File: config.mk
export PLATFORM = sky130hd
export DESIGN_NAME = alu_issue
export DESIGN_NICKNAME = d
export VERILOG_FILES = /design/src/rtl/alu_issue.sv
export SDC_FILE = /design/constraint.sdc
export NUM_CORES = 1
export LEC_CHECK = 0
export BUFFER_PORTS_ARGS = -buffer_cell sky130_fd_sc_hd__buf_4
export CAP_MARGIN = 25
export CORE_MARGIN = 2
export CORE_UTILIZATION = 50
export DETAILED_ROUTE_END_ITERATION = 8
export PLACE_DENSITY = 0.86
export SLEW_MARGIN = 20
export SYNTH_ARGS = -nofsm -noshare
export SYNTH_HDL_FRONTEND = slang
export SYNTH_SLANG_ARGS = --single-unit
File: constraint.sdc
create_clock -name clk -period 2.4 [get_ports clk]
set_clock_uncertainty 0.15 [all_clocks]
set_input_delay 0.36 -clock clk [delete_from_list [all_inputs] [get_ports clk]]
set_output_delay 0.36 -clock clk [all_outputs]
set_load 0.03 [all_outputs]
File: src/rtl/alu_issue.sv
// ---------------------------------------------------------------------------
// alu_issue
//
// Purpose:
//    Single-issue front end for an external combinational ALU. The block
//    accepts one 16-bit instruction at a time and steps it through
//    DECODE, EXEC and DONE. It drives registered operands to the ALU and
//    captures the ALU outputs. It writes the result back into a
//    4-entry register file and presents a completion record until the
//    consumer takes it.
//
// Ports:
//    clk, reset_n        clock (rising edge), asynchronous active-low reset
//    in_valid/in_ready   instruction handshake (in_ready only in IDLE)
//    in_instr, in_pc     instruction word and its address
//    alu_opcode/funcode  registered opcode and funcode driven to the ALU
//    alu_a, alu_b        registered ALU operands
//    alu_result/bcond    ALU outputs, sampled in EXEC
//    cmpl_valid/ready    completion handshake (cmpl_valid only in DONE)
//    cmpl_result/taken/target/illegal   completion payload
//    dbg_sel, dbg_data   combinational register-file read
//    num_inst            completion counter (only with ALU_ISSUE_CNT_EN)
//
// Configuration:
//    ALU_ISSUE_CNT_EN    when defined, adds the num_inst output and the
//                        completion-handshake counter behind it.
// ---------------------------------------------------------------------------
module alu_issue (
   input  logic        clk,
   input  logic        reset_n,
   input  logic        in_valid,
   output logic        in_ready,
   input  logic [15:0] in_instr,
   input  logic [15:0] in_pc,
   output logic [3:0]  alu_opcode,
   output logic [5:0]  alu_funcode,
   output logic [15:0] alu_a,
   output logic [15:0] alu_b,
   input  logic [15:0] alu_result,
   input  logic        alu_bcond,
   output logic        cmpl_valid,
   input  logic        cmpl_ready,
   output logic [15:0] cmpl_result,
   output logic        cmpl_taken,
   output logic [15:0] cmpl_target,
   output logic        cmpl_illegal,
   input  logic [1:0]  dbg_sel,
   output logic [15:0] dbg_data
`ifdef ALU_ISSUE_CNT_EN
   ,
   output logic [15:0] num_inst
`endif
);

   typedef enum logic [1:0] {
      IDLE,
      DECODE,
      EXEC,
      DONE
   } state_t;

   state_t      state;
   state_t      state_next;

   logic [15:0] instr_q;
   logic [15:0] pc_q;
   logic [15:0] rf [4];

   logic [3:0]  op;
   logic [1:0]  rs;
   logic [1:0]  rt;
   logic [1:0]  rd;
   logic [5:0]  fn;
   logic [7:0]  imm;
   logic [15:0] imm_sext;
   logic [15:0] imm_zext;
   logic        is_branch;
   logic        is_illegal;
   logic        wr_en;
   logic [1:0]  wr_addr;

   // Field split of the latched instruction; imm overlaps rd/funcode.
   assign op       = instr_q[15:12];
   assign rs       = instr_q[11:10];
   assign rt       = instr_q[9:8];
   assign rd       = instr_q[7:6];
   assign fn       = instr_q[5:0];
   assign imm      = instr_q[7:0];
   assign imm_sext = {{8{imm[7]}}, imm};
   assign imm_zext = {8'h00, imm};

   assign is_branch  = (op <= 4'd3);
   assign is_illegal = ((op >= 4'd9) && (op <= 4'd14)) ||
                       ((op == 4'd15) && (fn > 6'd7));

   assign in_ready   = (state == IDLE);
   assign cmpl_valid = (state == DONE);
   assign dbg_data   = rf[dbg_sel];

   // Write-back decode. It is only active in EXEC, so the write lands on the
   // EXEC->DONE edge and comes before the next instruction's DECODE.
   always_comb begin
      wr_en   = 1'b0;
      wr_addr = rt;
      if (state == EXEC) begin
         if ((op == 4'd15) && (fn <= 6'd7)) begin
            wr_en   = 1'b1;
            wr_addr = rd;
         end else if ((op == 4'd4) || (op == 4'd5) || (op == 4'd6)) begin
            wr_en   = 1'b1;
            wr_addr = rt;
         end
      end
   end

   // State register.
   always_ff @(posedge clk or negedge reset_n) begin
      if (!reset_n) begin
         state <= IDLE;
      end else begin
         state <= state_next;
      end
   end

   // Next-state logic: one cycle each in DECODE and EXEC, and DONE waits for
   // the consumer.
   always_comb begin
      state_next = state;
      case (state)
         IDLE:    if (in_valid) state_next = DECODE;
         DECODE:  state_next = EXEC;
         EXEC:    state_next = DONE;
         DONE:    if (cmpl_ready) state_next = IDLE;
         default: state_next = IDLE;
      endcase
   end

   // Instruction and PC capture on acceptance.
   always_ff @(posedge clk or negedge reset_n) begin
      if (!reset_n) begin
         instr_q <= 16'h0000;
         pc_q    <= 16'h0000;
      end else if ((state == IDLE) && in_valid) begin
         instr_q <= in_instr;
         pc_q    <= in_pc;
      end
   end

   // Operand registers for the ALU. They are loaded in DECODE and then held
   // so that the ALU output settles for a full cycle before EXEC samples it.
   always_ff @(posedge clk or negedge reset_n) begin
      if (!reset_n) begin
         alu_opcode  <= 4'h0;
         alu_funcode <= 6'h00;
         alu_a       <= 16'h0000;
         alu_b       <= 16'h0000;
      end else if (state == DECODE) begin
         alu_opcode  <= op;
         alu_funcode <= fn;
         alu_a       <= rf[rs];
         case (op)
            4'd0, 4'd1, 4'd15: alu_b <= rf[rt];
            4'd4, 4'd7, 4'd8:  alu_b <= imm_sext;
            4'd5, 4'd6:        alu_b <= imm_zext;
            default:           alu_b <= 16'h0000;
         endcase
      end
   end

   // Completion payload. It is captured in EXEC and holds through DONE
   // until the consumer accepts it. Only branches report taken or a
   // target, and illegal encodings never report taken.
   always_ff @(posedge clk or negedge reset_n) begin
      if (!reset_n) begin
         cmpl_result  <= 16'h0000;
         cmpl_taken   <= 1'b0;
         cmpl_target  <= 16'h0000;
         cmpl_illegal <= 1'b0;
      end else if (state == EXEC) begin
         cmpl_result  <= alu_result;
         cmpl_taken   <= alu_bcond & is_branch & ~is_illegal;
         cmpl_target  <= is_branch ? (pc_q + 16'd1 + imm_sext) : 16'h0000;
         cmpl_illegal <= is_illegal;
      end
   end

   // Register file. When rs, rt and rd alias, DECODE has already read the
   // old value, so this write only replaces it afterwards.
   always_ff @(posedge clk or negedge reset_n) begin
      if (!reset_n) begin
         for (int i = 0; i < 4; i++) begin
            rf[i] <= 16'h0000;
         end
      end else if (wr_en) begin
         rf[wr_addr] <= alu_result;
      end
   end

`ifdef ALU_ISSUE_CNT_EN
   // Completion counter. It steps on each DONE handshake and wraps naturally.
   always_ff @(posedge clk or negedge reset_n) begin
      if (!reset_n) begin
         num_inst <= 16'h0000;
      end else if ((state == DONE) && cmpl_ready) begin
         num_inst <= num_inst + 16'd1;
      end
   end
`endif

endmodule

==> metrics.md, run 1 <==
| Metric | Value |
|---|---|
| RR Endpoint | `cmpl_target[12]` |
| Fin Setup TNS | `0 ns` |
| Tot Pwr | `roughly 18 mW` |
| Maximum number of pins on one net before global-route repair | `50` |
| Worst EP required | `between 2 and 3 ns` |
| Cell area after synthesis | `0.00893 sq mm` |
| Final period util | `0.962` |
| Final WL | `between 20,000 and 25,000 microns` |
| Drt drc | `0` |
| CTS Buf Count | `17` |
| Most frequent cell after synthesis | `dfrtp_1` |
| Maximum clock frequency | `433 MHz` |
| Area growth syn-to-layout | `24.3%` |
| Hold Fails Final Rpt | `0` |
| Overflow after GRT | `0` |
| Switching share of total power | `0.407` |
| Hold crit path type | `in2reg` |
| Final Setup Violations | `0` |
| Maximum root-to-sink buffer count | `2` |
| Syn Inst Count | `630` |
| Final HPWL DP | `15,200 microns` |
| First-pass GRT wire length | `34,000 microns` |
| Top Ports | `~150` |
| Seq cells post-synth | `174` |
| Cell repeated most along the worst path | `inv_1` |
| WP buf/inv | `3` |
| Clock share of power | `0.158` |
| Crit end category | `flop` |
| Skew-Pair Late Insertion Delay | `between 0.4 and 0.5 ns` |
| Vias/cell | `just under 6` |
| Num Clock Sinks | `~170` |
| Main area contributors after synthesis | `dfrtp_1 (49%), mux2_2 (12%), mux4_2 (12%)` |
| Max IR drop VDD | `about 1 mV` |
| Antenna Cells | `0` |
| R2r startpoint | `instr_q[0]` |
| Layout cell share with drive strength beyond 1 | `0.521` |
| Wire length per cell | `about 21 microns` |
| Root buffer cell | `clkbuf_16` |
| Status | `complete, no violations` |
| EDFF count, synth | `0` |
| Die height | `138 microns` |
| Sequential fraction of the synthesis area | `0.487` |
| Psw | `between 7 and 8 mW` |
| Htree depth | `4` |
| Crit Path Max Fanout | `4` |
| Die Footprint | `0.0190 sq mm` |
| Sequential share of power | `0.307` |
| CTS tree | `done` |
| Routed via count | `just over 6,000` |
| Die width | `between 100 and 150 microns` |
| Comb pwr share | `0.536` |
| CP peak stage delay | `~0.38 ns` |
| Synth cell count leaders | `dfrtp_1 (174), mux2_2 (98), mux4_2 (48), mux2_4 (40), inv_1 (28)` |
| CP max-delay cell | `dfrtp_1` |
| Internal reg-to-reg setup slack | `0.09 ns` |
| Core area | `around 0.017 sq mm` |
| Synth unique cells | `between 60 and 70` |
| Power per standard cell area | `around 1600 mW/mm^2` |
| Worst path arrival time | `between 2 and 3 ns` |
| Max-slew headroom | `0.403` |
| Int Power | `10.8 mW` |
| Worst R2R Path Depth | `10` |
| Met1 GRT Util | `0.322` |
| Crit Path Class | `reg2reg` |
| Final min period | `about 2.3 ns` |
| Post-synth ARST share | `1.00` |
| P_leak | `around 5.1 nW` |
| Post-synth top area cell | `dfrtp_1` |
| Vias in the first global route | `a little over 6,000` |
| Top delay family on crit path | `compound AO/OA/AOI/OAI gates` |
| IO Port Bufs | `between 100 and 150` |
| Grt met2 use | `0.400` |
| Slew Viols, Final | `0` |
| Top cell type's share of synthesized area | `0.487` |
| Std-Cell Rows | `48` |
| DRT iter0 DRCs | `about 380` |
| Busiest metal layer after global routing | `met2` |
| Antenna violations before repair | `0` |
| Met3 track utilization from global routing | `0.0478` |
| Syn. warnings | `0` |
| Min-Delay Startpoint | `in_instr[10]` |
| Mean Syn Cell Area | `around 14 sq um` |
| Hold depth | `2` |
| Initial Util | `0.515` |
| GP Congestion | `0.894` |
| Post-Syn Nets | `slightly above 700` |
| Fill cells | `around 1,200` |
| Worst hold endpoint | `instr_q[10]` |
| Worst-margin pin slew | `just under 0.9 ns` |
| Overall routing resource usage | `0.240` |
| Total Nets Final | `approximately 870` |
| Critical-path cell list | `inv_1, ha_1, inv_1, fa_2, a21o_1, a221oi_2, buf_4, o21ai_2, or3_1, nand3_1` |
| Detailed Routing Iterations Pass 1 | `5` |
| Clock transition at path regs | `roughly 0.070 ns` |
| Startpoint Class | `flop` |
| Ys flop type | `dfrtp_1` |
| Maxcap violations | `0` |
| Final ANT Viol Nets | `0` |
-- worst register-to-register path, stage by stage (launching register included) --
cell      delay [ns]
dfrtp_1         0.38
inv_1           0.08
ha_1            0.15
inv_1           0.05
fa_2            0.33
a21o_1          0.18
a221oi_2        0.22
buf_4           0.17
o21ai_2         0.09
or3_1           0.36
nand3_1         0.09
-- power by group through the flow --
| stage | Clock, mW | Combinational [mW] | Sequential, mW |
|---|---|---|---|
| floorplan | 0 | 5.84 | 6.27 |
| global placement | 0 | 9.39 | 5.47 |
| detailed placement | 0 | 9.61 | 5.58 |
| CTS | 2.92 | 9.74 | 5.57 |
| global route | 3.04 | 10.5 | 5.76 |
| finish | 2.88 | 9.78 | 5.60 |
-- sequential cells by signal (all words and copies together), names as in the netlist --
signal	cells
alu_a	16
alu_b	16
alu_funcode	6
alu_opcode	4
cmpl_illegal	1
cmpl_result	16
cmpl_taken	1
cmpl_target	16
instr_q	16
pc_q	16
rf	64
state	2
-- cell families (layout without fill, tap and decap cells) --
kind of cell	count (synthesis)	after routing	synth area share
DFF	174	174	0.487
adders and majority gates	22	22	0.0314
xor gates and xnor gates	8	8	0.00784
and+or+nand+nor	79	79	0.0499
AOI/OAI and AO/OA	92	92	0.0742
buffers and inverters	68	248	0.0365
muxes	187	187	0.313
-- placed cells by master, fill, tap and decap left out, drive strengths merged, types with 9 or more instances in the layout --
| cell type | netlist | layout |
|---|---|---|
| inv | 29 | 35 |
| mux4 | 48 | 48 |
| clkbuf | 15 | 19 |
| dfrtp | 174 | 174 |
| a22o | 9 | 9 |
| a22oi | 13 | 13 |
| nand3 | 10 | 10 |
| mux2 | 138 | 138 |
| nor2 | 19 | 19 |
| buf | 24 | 185 |
| o21ai | 22 | 22 |
| ha | 20 | 20 |
| o22ai | 10 | 10 |
| a21oi | 15 | 15 |
| nand2 | 20 | 20 |
-- metal layers --
layer,wire (microns),share of wire
met4,253,0.012
met5,0,0
met3,1490,0.068
met2,11100,0.51
met1,8930,0.41
-- layout make-up --
cell class	instances	area, sq um	share of cell area
clock inverters	13	175	0.0158
clock buffers	19	433	0.0390
repair buffers	187	1490	0.134
multi-input cells	388	4270	0.384
well taps	225	282	0.0253
inverters	29	109	0.00980
flip-flops and latches	174	4350	0.392
-- metrics by stage --
| step | hold WS, ns | instance area (sq um) | setup WS [ns] | utilization | std cells |
|---|---|---|---|---|---|
| 2_1_floorplan | -0.0856 | 8930 | 0.0639 | - | 630 |
| 6_report | 0.0155 | 11100 | 0.0921 | 0.640 | 1035 |
| 5_1_grt | 0.00294 | 11100 | -0.00671 | 0.640 | 1035 |
| 4_1_cts | 0.000822 | 11100 | 0.0284 | 0.639 | 1034 |
| 3_3_place_gp | 0.178 | 10500 | 0.0734 | 0.602 | 999 |
| 3_5_place_dp | 0.175 | 10500 | 0.00982 | 0.602 | 999 |
-- timing repair --
item                                   in CTS  in global routing
endpoints found under the hold margin      44                  0
pin swaps                                   0                  1
hold buffers                                2                  0
buffers inserted                            1                  1
setup endpoints to repair                   2                  5
gates resized for setup                     1                  2
-- worst max path at each step --
stage	from	endpoint	slack (ns)	depth (start not counted)
6_report	instr_q[0]	cmpl_target[12]	0.09	10
5_1_grt	instr_q[0]	cmpl_target[12]	-0.007	10
4_1_cts	instr_q[0]	cmpl_target[12]	0.03	10
3_5_place_dp	instr_q[0]	cmpl_target[12]	0.01	10
3_3_place_gp	instr_q[0]	cmpl_target[12]	0.07	10
2_1_floorplan	instr_q[0]	cmpl_target[12]	0.06	9
Note: power is estimated with default switching activity, not from simulation.
==> run 2: changes to the inputs <==
Settings changed: CAP_MARGIN 25 to 20, PLACE_DENSITY 0.86 to 0.75, SLEW_MARGIN 20 to 25.
==> run 2 against run 1 <==
Effect of this change: routed wire length down 0.57%; clock power down 8.3%; via count down 2.4%; hold slack better by 0.0015 ns; fmax about the same; sequential power down 0.7%; register-to-register slack about the same; sequential cell count unchanged; die area unchanged; total power down 2.0%; design area down 0.64%; global-route usage up 0.30 points; largest cell class unchanged.
==> metrics.md, run 2 (synthesis results as in run 1) <==
| Metric | Value |
|---|---|
| Vias in the first global route | `6,392 (+3.6%)` |
| Overall routing resource usage | `0.243 (+0.00296)` |
| GP Congestion | `0.842 (-5.8%)` |
| Met2 Wirelength | `11,100 microns (about the same)` |
| Crit Path Max Fanout | `4 (unchanged)` |
| Total Nets Final | `867 (-0.69%)` |
| Maximum clock frequency | `433 MHz (about the same)` |
| Biggest register | `rf` |
| Hold depth | `2 (unchanged)` |
| Die width | `138 microns (unchanged)` |
| Htree depth | `4 (unchanged)` |
| CP peak stage delay | `0.43 ns (+0.05 ns)` |
| Critical-path cell list | `ha_1, a21oi_1, a211oi_2, o21a_1, or3_1, a32o_1` |
| Crit end category | `flop` |
| First-pass GRT wire length | `34,600 microns (+1.8%)` |
| Worst R2R Path Depth | `6 (-4)` |
| Crit Path Class | `reg2reg` |
| Hold Fails Final Rpt | `0 (unchanged)` |
| CTS tree | `done` |
| Maximum number of pins on one net before global-route repair | `48 (-4.0%)` |
| Final min period | `2.31 ns (+0.000985 ns)` |
| Final HPWL DP | `15,500 microns (+2.6%)` |
| Fin Setup TNS | `0 ns (unchanged)` |
| Final Setup Violations | `0 (unchanged)` |
| CTS Buf Count | `17 (unchanged)` |
| Num Clock Sinks | `174 (unchanged)` |
| Most common cell after layout, fill and taps aside | `dfrtp_1` |
| Antenna Cells | `0 (unchanged)` |
| Final period util | `0.962 (about the same)` |
| Core area | `0.0174 sq mm (unchanged)` |
| Worst EP required | `2.56 ns (-0.05 ns)` |
| Die Footprint | `0.0190 sq mm (unchanged)` |
| Worst path arrival time | `2.47 ns (-0.05 ns)` |
| Maximum root-to-sink buffer count | `2 (unchanged)` |
| Power per standard cell area | `1620 mW/mm^2 (-1.4%)` |
| Vias/cell | `5.83 (-1.7%)` |
| Clock transition at path regs | `0.06 ns (about the same)` |
| Hold slack final | `0.0170 ns (+0.00146 ns)` |
| Overflow after GRT | `0 (unchanged)` |
| Commonest non-fill, non-tap cells in the layout | `dfrtp_1 (174), buf_4 (172), mux2_2 (98)` |
| R2r startpoint | `instr_q[2]` |
| Internal reg-to-reg setup slack | `0.09 ns (about the same)` |
| Highest metal used | `met4` |
| Max-slew headroom | `0.408 (+0.00464)` |
| Max IR drop VDD | `0.894 mV (-13%)` |
| Post-Route M1 WL | `8990 microns (+0.69%)` |
| Maxcap violations | `0 (unchanged)` |
| Die height | `138 microns (unchanged)` |
| Worst-margin pin slew | `0.888 ns (-0.00696 ns)` |
| IO Port Bufs | `148 (unchanged)` |
| Top Ports | `149 (unchanged)` |
| Fill cells | `1,259 (+1.5%)` |
| Min-Delay Startpoint | `in_instr[3]` |
| Initial Util | `0.515 (unchanged)` |
| Layout cell share with drive strength beyond 1 | `0.523 (+0.00205)` |
| Largest register FFs | `64 (unchanged)` |
| P_leak | `5.07 nW (-0.97%)` |
| Final setup margin | `0.0911 ns (-0.000985 ns)` |
| Util after Layout | `0.636 (-0.00411)` |
| Worst hold endpoint | `instr_q[3]` |
| Slew Viols, Final | `0 (unchanged)` |
| Std-Cell Rows | `48 (unchanged)` |
| DRT iter0 DRCs | `352 (-6.4%)` |
| Detailed Routing Iterations Pass 1 | `5 (unchanged)` |
| RR Endpoint | `cmpl_target[11]` |
| WL met3 | `1150 microns (-23%)` |
| Antenna violations before repair | `0 (unchanged)` |
| Drt drc | `0 (unchanged)` |
| Final ANT Viol Nets | `0 (unchanged)` |
| Final WL | `21,600 microns (-0.57%)` |
| Pre-CTS setup slack | `-0.0778 ns (-0.0876 ns)` |
| CP max-delay cell | `dfrtp_1` |
| Area growth syn-to-layout | `23.5%` |
| Skew-Pair Late Insertion Delay | `0.42 ns (about the same)` |
| Wire length per cell | `21.0 microns (+0.11%)` |
| Status | `complete, no violations` |
| RSZ-0062 raised after global routing | `yes` |
| Hold crit path type | `in2reg` |
| Root buffer cell | `clkbuf_16` |
| Startpoint Class | `flop` |
| Routed via count | `5,993 (-2.4%)` |
run 2: changes by cell type in the layout (fill, tap and decap cells not counted), sizes merged:
cell and change:
clkbuf +1, inv -2, buf -5, clkinvlp +2, dlygate4sd3 -1, bufinv -2
run 2: power by group:
| part | internal, mW | switching, mW | leakage, nW | total [mW] |
|---|---|---|---|---|
| clock network | 1.46 | 1.18 | 0.264 | 2.64 |
| registers | 4.34 | 1.22 | 2.13 | 5.56 |
| logic | 4.77 | 4.92 | 2.68 | 9.69 |
run 2: critical path: cells and delay by family, from the launching register on:
kind | cells | cell delay, ns
AOI/OAI and AO/OA | 4 | 0.90
adders and majority gates | 1 | 0.38
DFF | 1 | 0.43
and+or+nand+nor | 1 | 0.33
run 2: what timing repair did:
| item | 4_1_cts | 5_1_grt |
|---|---|---|
| buffers inserted | 0 | 1 |
| hold buffers | 1 | 0 |
| pin swaps | 0 | 6 |
| gates cloned | 0 | 0 |
| hold endpoints to repair | 42 | 0 |
| endpoints found under the setup margin | 4 | 6 |
| gates resized for setup | 3 | 6 |
run 2: per-stage QoR:
stage,cell area (sq um),instances,power (mW)
finish,11000,1028,17.9
global route,11000,1028,19.0
CTS,11000,1027,17.9
detailed placement,10400,995,15.2
global placement,10400,995,14.8
floorplan,8930,630,12.1
run 2: layout make-up:
type                       instances  area [sq um]  area share
sequential                       174          4350       0.395
clock inverter                    11           106     0.00964
inverter                          29           109     0.00986
tap                              225           282      0.0255
clock buffer                      20           447      0.0405
timing repair buffer             181          1450       0.132
multi-input combinational        388          4290       0.388
run 2: worst max-delay path by stage:
stage / from / end / slack [ns] / cells after the start
after floorplan: instr_q[0] / cmpl_target[12] / 0.06 / 9
after global placement: instr_q[0] / cmpl_target[12] / -0.007 / 9
after detailed placement: instr_q[0] / cmpl_target[12] / -0.08 / 9
after CTS: instr_q[0] / cmpl_target[12] / 0.008 / 9
after global routing: instr_q[0] / cmpl_target[12] / -0.04 / 10
final: instr_q[2] / cmpl_target[11] / 0.09 / 6
run 2: per-layer routing:
layer	vias to the layer above	GRT usage
li1	2679	-
met1	3080	0.315
met2	201	0.415
met3	33	0.0504
met4	0	0.0664
met5	-	0
